[config.mk]
export PLATFORM = sky130hd
export DESIGN_NAME = counter_sched
export DESIGN_NICKNAME = d
export VERILOG_FILES = /design/src/rtl/counter_sched.sv
export SDC_FILE = /design/constraint.sdc
export NUM_CORES = 1
export LEC_CHECK = 0
export ABC_CLOCK_PERIOD_IN_PS = 5400
export CORE_ASPECT_RATIO = 0.7
export CORE_UTILIZATION = 44
export CTS_BUF_LIST = sky130_fd_sc_hd__clkbuf_4
export CTS_CLUSTER_SIZE = 14
export DETAILED_ROUTE_END_ITERATION = 10
export PLACE_DENSITY = 0.87
export SLEW_MARGIN = 15
export SYNTH_ARGS = -nofsm -noshare
export SYNTH_HDL_FRONTEND = slang
export SYNTH_SLANG_ARGS = --single-unit
[constraint.sdc]
create_clock -name clk -period 5.4 [get_ports clk]
set_input_delay 1.08 -clock clk [delete_from_list [all_inputs] [get_ports clk]]
set_output_delay 1.08 -clock clk [all_outputs]
set_load 0.005 [all_outputs]
[src/rtl/counter_sched.sv]
// Round-robin job scheduler driving one shared loadable up/down counter; a job takes len+3 cycles from IDLE sample to DONE.
// No backpressure: requests are sampled only in IDLE and the job in flight always runs to completion.
module counter_sched #(
    parameter int NREQ = 4,
    parameter int LENW = 16,
    localparam int IW  = $clog2(NREQ)
) (
    input  logic                 clk,
    input  logic                 rst,
    input  logic [NREQ-1:0]      req,
    input  logic [NREQ*32-1:0]   req_val,
    input  logic [NREQ-1:0]      req_mode,
    input  logic [NREQ*LENW-1:0] req_len,
    output logic [NREQ-1:0]      grant,
    output logic                 done,
    output logic [IW-1:0]        done_id,
    output logic [31:0]          result,
    input  logic [31:0]          cnt_q,
    output logic                 cnt_load,
    output logic                 cnt_mode,
    output logic [31:0]          cnt_data
);

    typedef enum logic [1:0] {IDLE, LOAD, RUN, DONE} state_t;

    state_t          state;
    logic [IW-1:0]   ptr;
    logic [IW-1:0]   idx;
    logic [31:0]     val;
    logic            mode;
    logic [LENW-1:0] rem;
    logic [31:0]     result_q;
    logic [IW-1:0]   done_id_q;

    logic [2*NREQ-1:0] dbl;
    logic [NREQ-1:0]   rot;
    logic              found;
    logic [IW:0]       sum;
    logic [IW-1:0]     pick;
    logic [31:0]       sel_val;
    logic              sel_mode;
    logic [LENW-1:0]   sel_len;

    // Rotate requests so bit 0 is the requester at ptr; the first set bit wins.
    assign dbl = {req, req} >> ptr;
    assign rot = dbl[NREQ-1:0];

    always_comb begin
        found    = 1'b0;
        sum      = '0;
        pick     = '0;
        sel_val  = '0;
        sel_mode = 1'b0;
        sel_len  = '0;
        for (int k = 0; k < NREQ; k++) begin
            if (!found && rot[k]) begin
                found = 1'b1;
                sum   = {1'b0, ptr} + (IW+1)'(k);
                if (sum >= (IW+1)'(NREQ))
                    sum = sum - (IW+1)'(NREQ);
                pick  = sum[IW-1:0];
            end
        end
        for (int i = 0; i < NREQ; i++) begin
            if (IW'(i) == pick) begin
                sel_val  = req_val[32*i +: 32];
                sel_mode = req_mode[i];
                sel_len  = req_len[LENW*i +: LENW];
            end
        end
    end

    always_ff @(posedge clk or negedge rst) begin
        if (!rst) begin
            state     <= IDLE;
            ptr       <= '0;
            idx       <= '0;
            val       <= '0;
            mode      <= 1'b0;
            rem       <= '0;
            result_q  <= '0;
            done_id_q <= '0;
        end else begin
            case (state)
                IDLE: begin
                    if (found) begin
                        idx   <= pick;
                        val   <= sel_val;
                        mode  <= sel_mode;
                        rem   <= sel_len;
                        state <= LOAD;
                    end
                end
                LOAD: begin
                    state <= (rem == '0) ? DONE : RUN;
                end
                RUN: begin
                    rem <= rem - 1'b1;
                    if (rem == LENW'(1))
                        state <= DONE;
                end
                DONE: begin
                    result_q  <= cnt_q;
                    done_id_q <= idx;
                    ptr       <= (idx == IW'(NREQ-1)) ? '0 : idx + 1'b1;
                    state     <= IDLE;
                end
                default: state <= IDLE;
            endcase
        end
    end

    // Outputs decode the registered state so reset clears them without a clock.
    assign grant    = (state != IDLE) ? (NREQ'(1) << idx) : '0;
    assign done     = (state == DONE);
    assign result   = done ? cnt_q : result_q;
    assign done_id  = done ? idx : done_id_q;
    assign cnt_load = (state != RUN);
    assign cnt_mode = (state != IDLE) ? mode : 1'b0;
    assign cnt_data = (state == LOAD || state == RUN) ? val : cnt_q;

endmodule

Word level (Yosys, flattened, before mapping)
Cells that the tools add are included.
- reductions and logical operators: 15
- $add $sub $neg: 9
- shifts and indexed selects: 2
- magnitude comparators: 4
- mux-type cells: 36
- equal/unequal tests: 11
- operators by type and width (kind ; count):
    32-bit two-way mux ; 6
    16-bit two-way mux ; 5
    16-bit one-hot mux with 2 select lines ; 1
    2-bit two-way mux ; 12
    16-bit by 1-bit == test with 1-bit output (second input constant) ; 1
    16-bit zero test ; 1
    16-bit by 1-bit subtractor with 16-bit output (second input constant) ; 1
    1-bit two-way mux ; 10
    3-bit >= comparator (second input constant) ; 3
    2-bit one-hot mux with 4 select lines ; 1
    8-bit by 2-bit right shift with 4-bit output ; 1
    2-bit by 1-bit subtractor with 2-bit output (second input constant) ; 4
    2-bit by 2-bit adder with 3-bit output (second input constant) ; 2
    2-bit == test (second input constant) ; 3
    2-bit inequality test (second input constant) ; 3
    2-bit AND reduction ; 3
    2-bit == test (first input constant) ; 2
    2-bit zero test ; 2
    4-bit two-way mux ; 1
    2-bit nonzero test ; 2
    1-bit by 2-bit left shift with 4-bit output (first input constant) ; 1
    2-bit by 1-bit adder with 3-bit output (second input constant) ; 1
    2-bit by 3-bit >= comparator with 1-bit output (second input constant) ; 1
    1-bit logical AND ; 3
    other kinds (5) ; 7
- output and inout bits: 73
- word-level logic and storage cells: 85
- register bits after elaboration: 89

Longest topological paths before layout
- depth after elaboration: 18
- gate-level depth with buffers: 8

Least setup slack after synthesis
Ideal clock, no wire load.
- kind: register to output
- start point: reg state[0]
- end point: out cnt_data[10]
- data arrival time: 1.659 ns
- path slack: 2.661 ns
- cell stages (with the launch flop): 6
- data required time: 4.320 ns
- buffers on the path: 2
- cells stage by stage: dfrtp_1 inv_1 ha_1 clkbuf_1 clkbuf_1 mux2_2
- longest elaborated chain between the ends: 3
- RTL lines (item ; RTL line ; source):
    from (decl) ; 26 ; state_t state;
    from (signal assigned) ; 95 ; state <= (rem == '0) ? DONE : RUN;
    2-bit by 1-bit == test with 1-bit output or 2-bit == test (tied branches) ; 120 ; assign cnt_data = (state == LOAD || state == RUN) ? val : cnt_q;
    1-bit logical OR * ; 120 ;
    32-bit two-way mux * ; 120 ;
    to (decl) ; 21 ; output logic [31:0] cnt_data
Mark *: on every way between the ends. The rest lies on a longest branch, timed or not.

Final worst setup path
- start point: in req[2]
- end point: reg val[4]
- longest elaborated chain between the ends: 16
- RTL lines (item ; RTL line ; source):
    from (decl) ; 10 ; input logic [NREQ-1:0] req,
    8-bit by 2-bit right shift with 4-bit output * ; 45 ; assign dbl = {req, req} >> ptr;
    1-bit two-way mux ; 56 ; if (!found && rot[k]) begin
    1-bit zero test ; 56 ;
    1-bit logical AND ; 56 ;
    1-bit two-way mux ; 56 ;
    1-bit zero test ; 56 ;
    1-bit logical AND ; 56 ;
    1-bit two-way mux ; 56 ;
    1-bit zero test ; 56 ;
    1-bit logical AND ; 56 ;
    2-bit two-way mux ; 56 ;
    2-bit zero test ; 65 ; if (IW'(i) == pick) begin
    32-bit two-way mux (4 in a row) ; 65 ;
    to (signal assigned) ; 88 ; val <= sel_val;
    to (decl) ; 29 ; logic [31:0] val;
Marked as above.
A chain may end at the register's enable or synchronous reset.

==> flow_summary.ini <==
[setup_path]
r2r-end = val[4]$_DFFE_PN0P_
rr_worst_depth = 6
r2r_slack_ns = 2.23
cp.arrival_ns = 4.28
r2r_start = ptr[1]$_DFFE_PN0P_
critPathKind = input port to flop
crit_path_start_kind = input port
required_ns = 5.71
cp_max_fo = 63
end_kind = flop

[power_and_ir_drop]
switching_share_pct = 40.4
switching_power_uw = 1930
p_leak_uw = 0.00353
power_density_mw_per_mm2 = 535
power_frac_comb_pct = 65.0
intPower_uw = 2850
total_power_uw = 4780
seq_power_share_pct = 26.0
clkPwrFrac_pct = 9.0
peakVddDrop_mv = 0.428

[detailed_routing]
routed_wl_mm = 22.2
ant_nets = 0
detail_route.first_pass.iterations = 5
vias_per_cell = 6.10
drcViolationCount = 0
wl_per_cell_um = 21.7
drt_iter0_drc = 452
vias = 6241

[floorplanning]
core_mm2 = 0.0125
ios = 307
rows = 34
start_util_pct = 45.1
chipHeight_um = 96.6
die_w_um = 137
die_area_mm2 = 0.0133

[cts]
clk_path_buf_depth = 2
clk_pin_slew_ns = 0.15
cts_tree = built
clk_latency_ns = 0.45
h-tree-depth = 3
cts.sinks = 89
cts_root_buf = clkbuf_4
cts_resized = 0
cts_hold_buf = 0
cts_made_buffers = 9
post_cts_buffers = 0

[global_routing]
grt_pass1_vias = 6296
grt.total_usage_pct = 33.5
grt_first_pass_wirelength_mm = 33.8
grt_overflow = 0
grt_max_degree = 71
antenna_found_initial = 1

[placed_design]
dp.cells = 1007
dpl.hpwl_mm = 16.3
place.gp.congestion = 0.997
io_buffer_count = 306

[sta]
setup-violations-final = 0
tightest_slew_ns = 1.06
post-route-period-util_pct = 73.5
timing.hold.ws_ns = 0.491
final-hold-violation-count = 0
fin_skew_ns = 0.0178
final_max_slew_viol_count = 0
fin_crit_ns = 3.97
slew_headroom_pct = 29.4
setup_tns_ns = 0
rsz0062_at_grt = no
max_freq_ghz = 0.252

[yosys]
ys_types = 45
synth_top_area_share_pct = 39.6
synth-seq-cells = 89
avgSynthCellArea_um2 = 9.63
synth_nets = 828
synth_area_mm2 = 0.00563
synthTopCellsByArea = dfrtp_1 40%, mux2_2 14%, and3_1 5.6%, o221ai_1 5.4%, a211oi_1 4.9%
yosysSeqAreaShare_pct = 39.6
synth_edf_count = 0
syn-instance-count = 584
async_reset_ff_share_pct = 100
synth_top_flop_cell = dfrtp_1
yosysWarningCount = 0
synth_top_area_cell = dfrtp_1

[finish]
mostFrequentLayoutCells = 305 x clkdlybuf4s50_1, 89 x dfrtp_1, 70 x mux2_2
finalNonFillerCells = 1023
drive_gt1_share_pct = 12.3
final_common_cell = clkdlybuf4s50_1
area_delta_synth_final_pct = 58.8
fin_nets = 1100

[flow_run]
cap_violations = 0

[status]
status = finished clean

[hold_path]
hold_path_class = input port to asynchronous set/reset pin
==> worst max-delay path, stage by stage <==
cell and delay (ns):
clkdlybuf4s50_1 0.63, nor2b_1 0.17, a221o_2 0.83, nand2_1 0.69
buf_4 0.43, a211oi_1 0.27, o21ai_0 0.16
==> layout make-up <==
type / count / area, um2
well taps: 162 / 203
diodes: 1 / 2.50
flip-flops and latches: 89 / 2230
clock buffers: 10 / 75.1
repair buffers: 315 / 3130
clock inverters: 5 / 81.3
fillers: 883 / 3530
inverters: 8 / 30.0
multi-input cells: 433 / 3190
==> through the flow <==
step / utilization, % / setup WS [ns] / area, um2
after detailed placement: 70.4 / 1.04 / 8780
after global placement: 70.4 / 1.37 / 8770
after floorplan: - / 2.66 / 5630
after global routing: 71.7 / 1.26 / 8930
after CTS: 71.7 / 1.53 / 8930
final: 71.7 / 1.43 / 8930
==> kinds of logic after synthesis <==
group                      synth area share, %
AOI/OAI and AO/OA                         25.4
and+or+nand+nor                           14.2
DFF                                       39.6
muxes                                     14.2
buffers and inverters                     4.43
adders and majority gates                 2.22
==> worst max-delay path by stage <==
stage                         startpoint                  end  slack [ns]  cells after the start
floorplan           state[0]$_DFFE_PN0P_         cnt_data[10]        2.66                      5
global placement                  req[2]   val[7]$_DFFE_PN0P_        1.37                      7
detailed placement                req[2]   val[4]$_DFFE_PN0P_        1.04                      7
CTS                 state[0]$_DFFE_PN0P_           result[27]        1.53                      3
global route                      req[2]  val[10]$_DFFE_PN0P_        1.26                      7
finish                            req[2]   val[4]$_DFFE_PN0P_        1.43                      7
==> power groups by stage <==
stage                     Clock, uW  Combinational [uW]  Sequential [uW]
after global routing            463                3340             1270
after CTS                       436                3080             1230
after global placement            0                2940             1220
final                           428                3110             1240
after floorplan                   0                1690             1150
after detailed placement          0                3070             1240
==> routing by layer <==
layer / vias up / share of wire, % / wire length [um] / GRT usage (%)
li1: 2793 / - / - / -
met1: 2974 / 40 / 8830 / 41.9
met2: 391 / 48 / 10600 / 55.9
met3: 83 / 8.4 / 1880 / 6.66
met4: 0 / 4.1 / 915 / 14.2
met5: - / 0 / 0 / 0
==> cell usage after synthesis, types with 3 or more instances <==
library cell and count:
o311ai_0 3, clkbuf_1 43, mux2_2 70, a21boi_0 13, a211oi_1 37, o221ai_1 35, buf_2 10, o31ai_1 5
a221oi_1 13, dfrtp_1 89, o22ai_1 3, nand2_1 31, o211ai_1 6, a22oi_1 7, o21ai_0 53, a21oi_1 21
nor3_1 6, nor2b_1 10, nor2_1 20, or3_1 5, or4_1 5, nor4_1 4, and3_1 50, inv_1 7
nand3_1 4, ha_1 10
==> state kept, by name (all words and copies together), names as in the netlist <==
register   count
state          2
val           32
result_q      32
ptr            2
rem           16
done_id_q      2
mode           1
idx            2
No activity file was read; power rests on OpenSTA's default activity.
==> patch 1 (config.mk and constraints unchanged) <==
The parameter `LENW` goes from 16 to 8.
--- a/src/rtl/counter_sched.sv
+++ b/src/rtl/counter_sched.sv
@@ -2,7 +2,7 @@
 // No backpressure: requests are sampled only in IDLE and the job in flight always runs to completion.
 module counter_sched #(
     parameter int NREQ = 4,
-    parameter int LENW = 16,
+    parameter int LENW = 8,
     localparam int IW  = $clog2(NREQ)
 ) (
     input  logic                 clk,
Ports: changed (resized req_len); port bits go from 307 to 275. No check against the original RTL was run, so the function may have changed too.
==> patch 1 against the original RTL <==
- fmax fell by 5.1%
- final area shrank 11%
- die area is 12% lower
- register-to-register slack improved by 0.32 ns
- synthesized area decreased by 12%
- synthesized cell count is 15% lower
- setup slack worse by 0.22 ns
- routed wire length shrank 16%
- count of clock-buffer cells in the layout unchanged
- sequential cell count shrank 8
- critical endpoint is now cnt_data[31]
Power is left out: it rests on default switching activity, and per cell area and clock period it moved more than threefold.
==> patch 1: results (changes against the original RTL) <==
M1 GR Usage 0.383 (-0.0359); worst path arrival time 3.11 ns (-1.17 ns); synthesized-area fraction occupied by ao, oa, aoi and oai cells 0.226 (-0.0275); crit path max fanout 19 (-70%); dpl cell area 7780 µm² (-11%); Slew @ Worst Pin 1.05 ns (-0.0114 ns); WL final 18700 µm (-16%); EDFF count, synth 0 (unchanged); CP top delay family buffers and inverters; vias in the first global route 5473 (-13%); slowest CP cell ha_1; largest net degree at the start of global routing 82 (+15%); hold crit path type register to register; Post-synth top cells dfrtp_1, mux2_2, o21ai_0; worst reg-to-reg setup slack 2.55 ns (+0.32 ns); DP Wirelength 13600 µm (-16%); Largest regs result_q: 32 flops, val: 32 flops, rem: 8 flops; port bufs 274 (-10%); Total GRT Usage 0.321 (-0.0143); Yosys warnings 0 (unchanged); gpl congestion 0.923 (-7.4%); dpl ws 1.64 ns (+0.598 ns); Clock Skews 0.0115 ns (-0.00630 ns); routed wl met2 9100 µm (-14%); initial antenna violation count 0 (-1); Post-CTS Setup Inserts 0 (unchanged); post-synth cell types 45 (unchanged); mux contribution to synthesized area 0.165 (+0.0231); layout cells sized above 1 0.141 (+0.0173); Detail Route met3 WL 1800 µm (-4.2%); Mapped Nets 711 (-14%); Mean Syn Cell Area 9.91 µm² (+2.9%); antenna diode count 0 (-1); met2 usage in global routing 0.541 (-0.0184); Reg2Reg Capture Point rem[4]; first-pass GRT wire length 28500 µm (-16%); status finished, final reports clean; Initial DRC Count 352 (-22%); routed metal-1 wirelength 7300 µm (-17%); Worst Hold Depth 2; Skew-Pair Late Insertion Delay 0.45 ns (about the same); crit path to cnt_data[31]; Reg clk slew, reported paths 0.13 ns (-0.02 ns); Crit Path Class register to primary output; Post-Synth Adder-Cell Area 0.0253 (+0.00307); Layout Nets 961 (-13%); ys flop type dfrtp_1; grt met3 use 0.0989 (+0.0324); DP Cell Count 885 (-12%); fraction of registers with async set/reset 1.00 (unchanged); Final min period 4.19 ns (+0.215 ns); synth top area cells dfrtp_1, mux2_2, o221ai_1; top sig layer met4; number of cells in the finished layout apart from fillers 902 (-12%); r2r startpoint state[0]; Synth Area in XOR/XNOR 0.00177 (+0.00177); slowest stage delay, CP 0.84 ns; routed vias/inst 5.87 (-3.7%); sequential area share after synthesis 0.410 (+0.0141); R2R cell count 6 (unchanged)
-- patch 1: cell count changes after synthesis, sizes merged, moves of 5 or more --
cell,change
a211oi,-7
a21oi,-5
and3,-10
clkbuf,-7
dfrtp,-8
nand2,+6
nor3,-5
o21ai,-6
or3,-5
-- patch 1: final cells by class --
type,instances,area (µm²)
Timing Repair Buffer,286,2840
Fill cell,765,2670
Tap cell,148,185
Clock inverter,6,82.6
Multi-Input combinational cell,361,2710
Sequential cell,81,2030
Inverter,10,37.5
Clock buffer,10,75.1
-- patch 1: worst min path at each step --
stage	from	slack, ns	end
2_1_floorplan	mode	0.44	mode
3_3_place_gp	val[20]	0.46	val[20]
3_5_place_dp	val[10]	0.47	val[10]
4_1_cts	val[10]	0.50	val[10]
5_1_grt	val[20]	0.52	val[20]
6_report	val[10]	0.50	val[10]
==> patch 2 (same settings) <==
Without the edit above. The 4 states of `state_t` get a one-hot encoding in 4 bits.
--- a/src/rtl/counter_sched.sv
+++ b/src/rtl/counter_sched.sv
@@ -21,7 +21,7 @@
     output logic [31:0]          cnt_data
 );
 
-    typedef enum logic [1:0] {IDLE, LOAD, RUN, DONE} state_t;
+    typedef enum logic [3:0] {IDLE = 4'b0001, LOAD = 4'b0010, RUN = 4'b0100, DONE = 4'b1000} state_t;
 
     state_t          state;
     logic [IW-1:0]   ptr;
Check against the original RTL: no difference found for any inputs over 4 cycles, from zero or initial values and one cycle with rst low; so few cycles prove little.
==> patch 2 against the original RTL <==
- sequential cell count rose by 2
- routed wire length fell by 6.1%
- setup slack improved by 0.12 ns
- via count fell by 3.9%
- synthesized area fell by 0.56%
- register-to-register slack improved by 0.16 ns
- hold slack improved by 0.0025 ns
- global-route usage fell by 2.1 points
- cell count fell by 2.0%
- final area barely moved
Power is not compared: it rests on default switching activity, and its combinational part moved more than twofold at a synthesized area within 25%.
==> patch 2: results (changes against the original RTL) <==
Clock Skews 0.0183 ns (+0.000460 ns); Mapped Nets 792 (-4.3%); Detail Route met3 WL 1570 µm (-16%); CP top delay family buffers and inverters; slowest stage delay, CP 0.52 ns (-0.31 ns); worst path arrival time 2.77 ns (-1.51 ns); Clock Sinks 91 (+2.2%); fraction of area in registers 0.255 (+0.00578); routed metal-1 wirelength 8400 µm (-4.8%); clock-cell share of area 0.0133 (-0.00420); layout cells sized above 1 0.153 (+0.0301); multi-input combinational area share 0.353 (-0.00359); first-pass GRT wire length 31400 µm (-7.1%); DR DRC count 0 (unchanged); synth top area cells dfrtp_1, mux2_2, nand2_1; post-synth cell types 63 (+40%); initial antenna violation count 0 (-1); Slew @ Worst Pin 1.19 ns (+0.127 ns); antenna diode count 0 (-1); routed wl met2 10200 µm (-3.6%); routed vias/inst 5.98 (-2.0%); status finished, final reports clean; crit path max fanout 21 (-67%); Multi-input comb cells 411 (-5.1%); largest net degree at the start of global routing 81 (+14%); sequential area share after synthesis 0.407 (+0.0114); slowest CP cell o21ai_4; gpl congestion 0.948 (-4.9%); FILL cells 894 (+1.2%); Layout Nets 1077 (-2.1%); dpl cell area 8790 µm² (+0.13%); grt met3 use 0.0706 (+0.00400); Post-synth top cells dfrtp_1, mux2_2, nand2_1; M1 GR Usage 0.398 (-0.0206); Largest regs result_q: 32 flops, val: 32 flops, rem: 16 flops; vias in the first global route 5926 (-5.9%); ys flop type dfrtp_1; CTS root buffer clkbuf_4; routed len/inst 20.8 µm (-4.3%); Total GRT Usage 0.314 (-0.0210); hold crit path type register to register; DP Wirelength 15500 µm (-4.8%); buffer share of cell area 0.352 (+0.00229); Inverters, non-clock 8 (unchanged)
-- patch 2: changes by cell type in the layout (fill, tap and decap cells not counted), sizes merged, moves of 12 or more --
cell	unedited run	this run
a21oi	21	5
a211oi	37	2
a21o	2	24
a21boi	13	0
and3	50	7
a222oi	0	12
nand2	31	77
o32ai	0	23
a311oi	0	22
mux2	70	83
o221ai	35	7
o21ai	53	31
-- patch 2: worst paths after layout --
| path | startpoint | to | slack, ns | cells after the start |
|---|---|---|---|---|
| min reg2reg | val[14] | val[14] | 0.49 | 1 |
| max | state[1] | cnt_data[7] | 1.55 | 5 |
| min | val[14] | val[14] | 0.49 | 1 |
| max reg2reg | state[0] | rem[1] | 2.39 | 7 |
| min in group asynchronous | rst | rem[10] | 0.57 | 1 |
| max in group asynchronous | rst | val[29] | 3.70 | 2 |
-- patch 2: power by group --
| group | switching, mW | internal (mW) | leakage, nW |
|---|---|---|---|
| clock network | 0.257 | 0.0981 | 0.0631 |
| registers | 0.191 | 0.888 | 1.18 |
| logic | 0.677 | 0.802 | 2.47 |
| total | 1.12 | 1.79 | 3.71 |
-- patch 2: kinds of logic (layout without fill, tap and decap cells) --
family          after synthesis  in the layout  synth area share
buf+inv                      49            339            0.0353
mux                          86             86             0.172
simple gates                152            152             0.136
xor+xnor                      3              3           0.00470
flops                        91             91             0.407
fa+ha+maj                     7              7            0.0157
compound gates              163            163             0.229
-- patch 2: metrics by stage --
| step | power [mW] | setup slack (ns) | std cells | util |
|---|---|---|---|---|
| finish | 2.91 | 1.55 | 1003 | 0.719 |
| global route | 3.10 | 1.41 | 1003 | 0.719 |
| floorplan | 1.86 | 2.52 | 551 | - |
| CTS | 2.89 | 1.25 | 1002 | 0.717 |
| detailed placement | 2.52 | 1.18 | 986 | 0.707 |
| global placement | 2.46 | 1.42 | 986 | 0.707 |
